### config.mk
export PLATFORM = sky130hd
export DESIGN_NAME = box_view_scanner
export DESIGN_NICKNAME = d
export VERILOG_FILES = /design/src/rtl/mario_stage_pkg.sv /design/src/rtl/box_window_cmp.sv /design/src/rtl/box_view_scanner.sv
export SDC_FILE = /design/constraint.sdc
export NUM_CORES = 1
export LEC_CHECK = 0
export CAP_MARGIN = 10
export CORE_AREA = 2 2 749 751
export DETAILED_ROUTE_END_ITERATION = 8
export DIE_AREA = 0 0 751 753
export SLEW_MARGIN = 20
export SYNTH_ARGS = -nofsm -noshare
export SYNTH_HDL_FRONTEND = slang
export SYNTH_SLANG_ARGS = --single-unit
export TNS_END_PERCENT = 10
### constraint.sdc
create_clock -name clk -period 5.8 [get_ports clk]
set_input_delay 1.74 -clock clk [delete_from_list [all_inputs] [get_ports clk]]
set_output_delay 1.74 -clock clk [all_outputs]
set_load 0.02 [all_outputs]
### src/rtl/mario_stage_pkg.sv
// mario_stage_pkg: shared stage geometry, box types and flat box-list helpers
package mario_stage_pkg;
    localparam int COORD_W = 13;
    localparam int N_BOX   = 64;
    localparam int TILE_W  = 40;
    localparam int VIEW_W  = 640;
    typedef enum logic [1:0] {COIN, PILZ, BOX, STONE} box_state_t;
    function automatic logic [COORD_W-1:0] coord_at(
        input logic [COORD_W*N_BOX-1:0]   flat,
        input logic [$clog2(N_BOX)-1:0] i
    );
        return flat[i*COORD_W +: COORD_W];
    endfunction
endpackage

### src/rtl/box_window_cmp.sv
// box_window_cmp: enable/visibility test and screen-x offset for one box slot
module box_window_cmp #(
    parameter int COORD_W = mario_stage_pkg::COORD_W,
    parameter int TILE_W  = mario_stage_pkg::TILE_W,
    parameter int VIEW_W  = mario_stage_pkg::VIEW_W
) (
    input  logic [COORD_W-1:0] bx,
    input  logic [COORD_W-1:0] by,
    input  logic [COORD_W-1:0] cam,
    input  logic               alive,
    output logic               visible,
    output logic [10:0]        sx
);
    logic [COORD_W:0] x_ext, c_ext;
    assign x_ext = {1'b0, bx};
    assign c_ext = {1'b0, cam};
    // the extra bit keeps both window edges from wrapping near the top of world space
    assign visible = alive && (bx != '0 || by != '0)
                  && (x_ext + (COORD_W+1)'(TILE_W) > c_ext)
                  && (x_ext < c_ext + (COORD_W+1)'(VIEW_W));
    assign sx = 11'(bx) - 11'(cam);
endmodule

### src/rtl/box_view_scanner.sv
// box_view_scanner: per-frame viewport culler streaming visible box records
module box_view_scanner #(
    parameter int N_BOX   = mario_stage_pkg::N_BOX,
    parameter int COORD_W = mario_stage_pkg::COORD_W,
    parameter int TILE_W  = mario_stage_pkg::TILE_W,
    parameter int VIEW_W  = mario_stage_pkg::VIEW_W
) (
    input  logic                     clk,
    input  logic                     rst_n,
    input  logic                     frame_start,
    input  logic [COORD_W-1:0]       camera_x,
    input  logic [COORD_W*N_BOX-1:0] box_x,
    input  logic [COORD_W*N_BOX-1:0] box_y,
    input  logic [2*N_BOX-1:0]       box_state,
    input  logic [N_BOX-1:0]         box_alive,
    output logic                     obj_valid,
    input  logic                     obj_ready,
    output logic [5:0]               obj_idx,
    output logic [10:0]              obj_sx,
    output logic [COORD_W-1:0]       obj_y,
    output logic [1:0]               obj_state,
    output logic                     scan_busy,
    output logic                     scan_done,
    output logic [6:0]               vis_count,
    output logic                     overrun
);
    typedef enum logic [1:0] {IDLE, SCAN, EMIT, DONE} state_t;
    state_t             state;
    logic [COORD_W-1:0] cam, bx, by;
    logic [5:0]         idx;
    logic [6:0]         cnt;
    logic [10:0]        sx;
    logic               vis, last;

    assign bx        = mario_stage_pkg::coord_at(box_x, idx);
    assign by        = mario_stage_pkg::coord_at(box_y, idx);
    assign last      = idx == 6'(N_BOX-1);
    assign scan_busy = state != IDLE;

    box_window_cmp #(.COORD_W(COORD_W), .TILE_W(TILE_W), .VIEW_W(VIEW_W)) u_cmp (
        .bx(bx), .by(by), .cam(cam), .alive(box_alive[idx]), .visible(vis), .sx(sx)
    );

    // scan_done is raised on the way into DONE so it coincides with that state
    always_ff @(posedge clk or negedge rst_n) begin
        if (!rst_n) begin
            state     <= IDLE;
            cam       <= '0;
            idx       <= '0;
            cnt       <= '0;
            obj_valid <= 1'b0;
            obj_idx   <= '0;
            obj_sx    <= '0;
            obj_y     <= '0;
            obj_state <= '0;
            scan_done <= 1'b0;
            vis_count <= '0;
            overrun   <= 1'b0;
        end else begin
            scan_done <= 1'b0;
            if (frame_start && state != IDLE) overrun <= 1'b1;
            case (state)
                IDLE: if (frame_start) begin
                    cam   <= camera_x;
                    idx   <= '0;
                    cnt   <= '0;
                    state <= SCAN;
                end
                SCAN: if (vis) begin
                    obj_idx   <= idx;
                    obj_sx    <= sx;
                    obj_y     <= by;
                    obj_state <= box_state[2*idx +: 2];
                    obj_valid <= 1'b1;
                    state     <= EMIT;
                end else if (last) begin
                    state     <= DONE;
                    scan_done <= 1'b1;
                end else begin
                    idx <= idx + 1'b1;
                end
                EMIT: if (obj_ready) begin
                    obj_valid <= 1'b0;
                    cnt       <= cnt + 1'b1;
                    if (last) begin
                        state     <= DONE;
                        scan_done <= 1'b1;
                    end else begin
                        idx   <= idx + 1'b1;
                        state <= SCAN;
                    end
                end
                DONE: begin
                    vis_count <= cnt;
                    state     <= IDLE;
                end
                default: state <= IDLE;
            endcase
        end
    end
endmodule
==> results.md <==
- Status: complete, but fails checks
- Failing checks: setup timing
- Die Ht: approximately 750 um
- Ys flop type: dfrtp_1
- GP Congestion: between 0.9 and 1
- Setup slack, reg-to-reg: about 0.02 ns
- Synth Area per Inst: 11.6 um^2
- Max Cap Viol: 0
- Fin crit share: 105%
- Ys async rst share: 100%
- Skew final: between 0.03 and 0.04 ns
- GRT overflow: 0
- Htree depth: 3
- Core area: 558000 um^2
- Ys Warns: 0
- Number of antenna violations at the first check in global routing: 332
- Fraction of layout cells with a size suffix above 1: approximately 30%
- # rows: about 280
- Wirelength per Cell: 32.4 um
- Final ANT Viol Nets: 0
- Clock transition at path regs: roughly 0.08 ns
- Arrival time at the worst endpoint: approximately 6.4 ns
- Die area: roughly 570000 um^2
- Worst Hold Class: register to register
- Count of cell types in the netlist: between 80 and 90
- Cells on worst reg2reg path: 24
- Total power divided by cell area: approximately 430 nW/um^2
- First-pass GRT wire length: 431000 um
- Fillers: between 60000 and 70000
- Hold wc startpoint: overrun
- Fin. Hold Viols: 0
- CTS Buf Count: 9
- Required @ worst endpoint: 6.07 ns
- Worst Setup Start Kind: primary input
- # IOs: approximately 1900
- Clk Latency, worst-skew pair: 0.39 ns
- Worst setup margin: -0.279 ns
- Hold path depth: 1
- Vias in the first global route: about 30000
- Crit path time final: between 6 and 7 ns
- Number of vias per cell: between 2 and 2.5
- R2R Path Start: idx[3]
- Final Setup Violations: 40
- Setup_tns: -6.53 ns
- Root Buffer: clkbuf_16
- Total track usage: 12.6%
- First-pass DRT Iterations: 5
- Commonest cells after routing, fill and taps aside: 1682 x clkdlybuf4s50_1, 396 x mux4_2, 326 x buf_4
- Final WL: 372000 um
- #FFs+latches synth: 70
- CTS tree: yes
- Slew margin rel.: 36.7%
- Hold endpoint: overrun
- Final HPWL DP: approximately 350000 um
- Post-CTS Hold Buffers: 0
- Clk sink count: 70
- Pwr Total: about 23 mW
- Non-filler cells, final: between 10000 and 15000
- Hold WS: between 0.4 and 0.5 ns
- Max-slew violations: 0
- First DRT Iteration DRCs: 1871
- Die X: approximately 750 um
- Element type at the critical path end: register
- Worst r2r dst: idx[3]
- Crit Path Max Fanout: 8
- Post-layout nets: between 5000 and 6000
- DR vias: around 29000
- WS Path Type: primary input to register
- Seq/Total Area, Yosys: a little under a tenth
- Max Buffers Root-to-Sink: 2
- Syn Std Cell Area: between 15000 and 20000 um^2
- Mapped Nets: between 3000 and 4000
- Gate Count Post-Synth: ~1700
- Area grow syn2layout: 179%
- Buffers on Ports: about 1900
- Lkg Pwr: 18.1 nW
- Commonest non-fill, non-tap cell in the layout: clkdlybuf4s50_1
- FMAX: 0.165 GHz
- Pin count of the biggest net entering global routing: 56
- Unrepaired setup endpoints after global routing: true
- Worst Tran Pin Value: 0.946 ns
- Number of flops mapped to enable cells by yosys: 0
- Peak VDD IR: approximately 0.22 mV
- Initial core utilization: under 10%
- Remaining DRCs: 0
- DP Cell Count: ~11000
logic make-up after synthesis:
| logic type | Yosys count | share of synthesized area (%) |
|---|---|---|
| and+or+nand+nor | 267 | 6.42 |
| AOI/OAI and AO/OA | 388 | 14.2 |
| DFF | 70 | 9.07 |
| muxes | 660 | 60.2 |
| adders and majority gates | 36 | 2.37 |
| xor gates and xnor gates | 25 | 1.13 |
| buffers and inverters | 220 | 6.68 |
layout make-up:
cell class | instances | area, um^2 | share of cell area [%]
inverters | 30 | 131 | 0.243
well taps | 7479 | 9360 | 17.3
clock buffers | 10 | 239 | 0.443
clock inverters | 5 | 106 | 0.197
multi-input cells | 1376 | 17800 | 33.0
repair buffers | 2375 | 24200 | 44.9
diodes | 137 | 343 | 0.635
flip-flops and latches | 70 | 1770 | 3.29
registers in the layout (all words and copies together) (netlist names):
name / cells
idx: 6
obj_idx: 6
obj_y: 13
state: 2
vis_count: 7
obj_valid: 1
obj_sx: 11
scan_done: 1
overrun: 1
cnt: 7
obj_state: 2
cam: 13
power by group:
group / leakage, nW / switching [mW] / internal, mW
logic: 17.0 / 11.7 / 9.64
registers: 0.893 / 0.196 / 0.662
clock network: 0.166 / 0.310 / 0.433
worst max-delay path by stage:
stage	from	endpoint	slack, ns	cells after the start
after floorplan	box_x[278]	obj_y[0]	0.11	21
after global placement	box_x[615]	idx[2]	-2.52	24
after detailed placement	box_x[722]	idx[2]	-1.68	23
after CTS	box_x[633]	idx[1]	-0.28	26
after global routing	box_x[76]	idx[3]	-0.30	22
final	box_x[76]	idx[3]	-0.28	22
metal layers:
layer | GRT usage [%] | share of wire [%]
met5 | 0.00850 | 0.25
met3 | 3.82 | 9.0
met4 | 3.52 | 3.8
met1 | 15.0 | 39
met2 | 21.6 | 48
repair_timing:
action,in CTS,in global routing
buffers inserted,14,10
pin swaps,73,94
setup endpoints to repair,42,42
gates cloned,1,0
resized for setup,320,273
Yosys cell counts, types with 9 or more instances:
master       n  area share, %
a211o_1     11           0.50
buf_6       34            2.0
mux4_2     396             46
a2111oi_0   13           0.59
clkbuf_1    55            1.1
o21ai_0     38           0.98
a221oi_1     9           0.41
nor2b_1     10           0.32
mux2_2      38            2.2
o22ai_1     48            1.6
nand4_1     15           0.49
and3_1      10           0.32
nor3_1      14           0.36
o21ai_1     24           0.62
buf_1       12           0.23
nor2_1      56            1.1
buf_2       53            1.4
nand2_1    111            2.2
dfrtp_1     70            9.1
xnor2_1     18           0.82
a31oi_1     11           0.36
ha_1        35            2.3
a21oi_1     55            1.4
mux2_1      13           0.76
inv_1       29           0.56
o221ai_1    30            1.4
a22o_1      18           0.82
nand3_1     17           0.44
a211oi_1    20           0.78
buf_4       35            1.4
mux2i_1    213             11
a22oi_1     40            1.6
worst max-delay path, stage by stage:
cell	delay (ns)
clkdlybuf4s50_1	0.54
mux4_2	0.53
a22oi_2	0.24
o2bb2ai_4	0.16
buf_12	0.16
nor3_4	0.05
a31oi_4	0.27
nor3_4	0.08
xor2_1	0.15
ha_1	0.33
buf_6	0.13
nand4_1	0.08
or4_4	0.12
o21ai_2	0.05
a311oi_2	0.31
buf_4	0.17
o21ba_4	0.16
or3b_4	0.45
buf_12	0.18
buf_6	0.12
a31o_1	0.23
o31ai_2	0.07
stage by stage:
stage | worst slack, ns | instance area, um^2 | utilization (%)
5_1_grt | -0.303 | 53900 | 9.64
3_5_place_dp | -1.68 | 51700 | 9.26
6_report | -0.279 | 54000 | 9.67
4_1_cts | -0.281 | 52900 | 9.48
3_3_place_gp | -2.52 | 51700 | 9.26
2_1_floorplan | 0.109 | 19300 | -
Note: power is estimated with default switching activity, not from simulation.
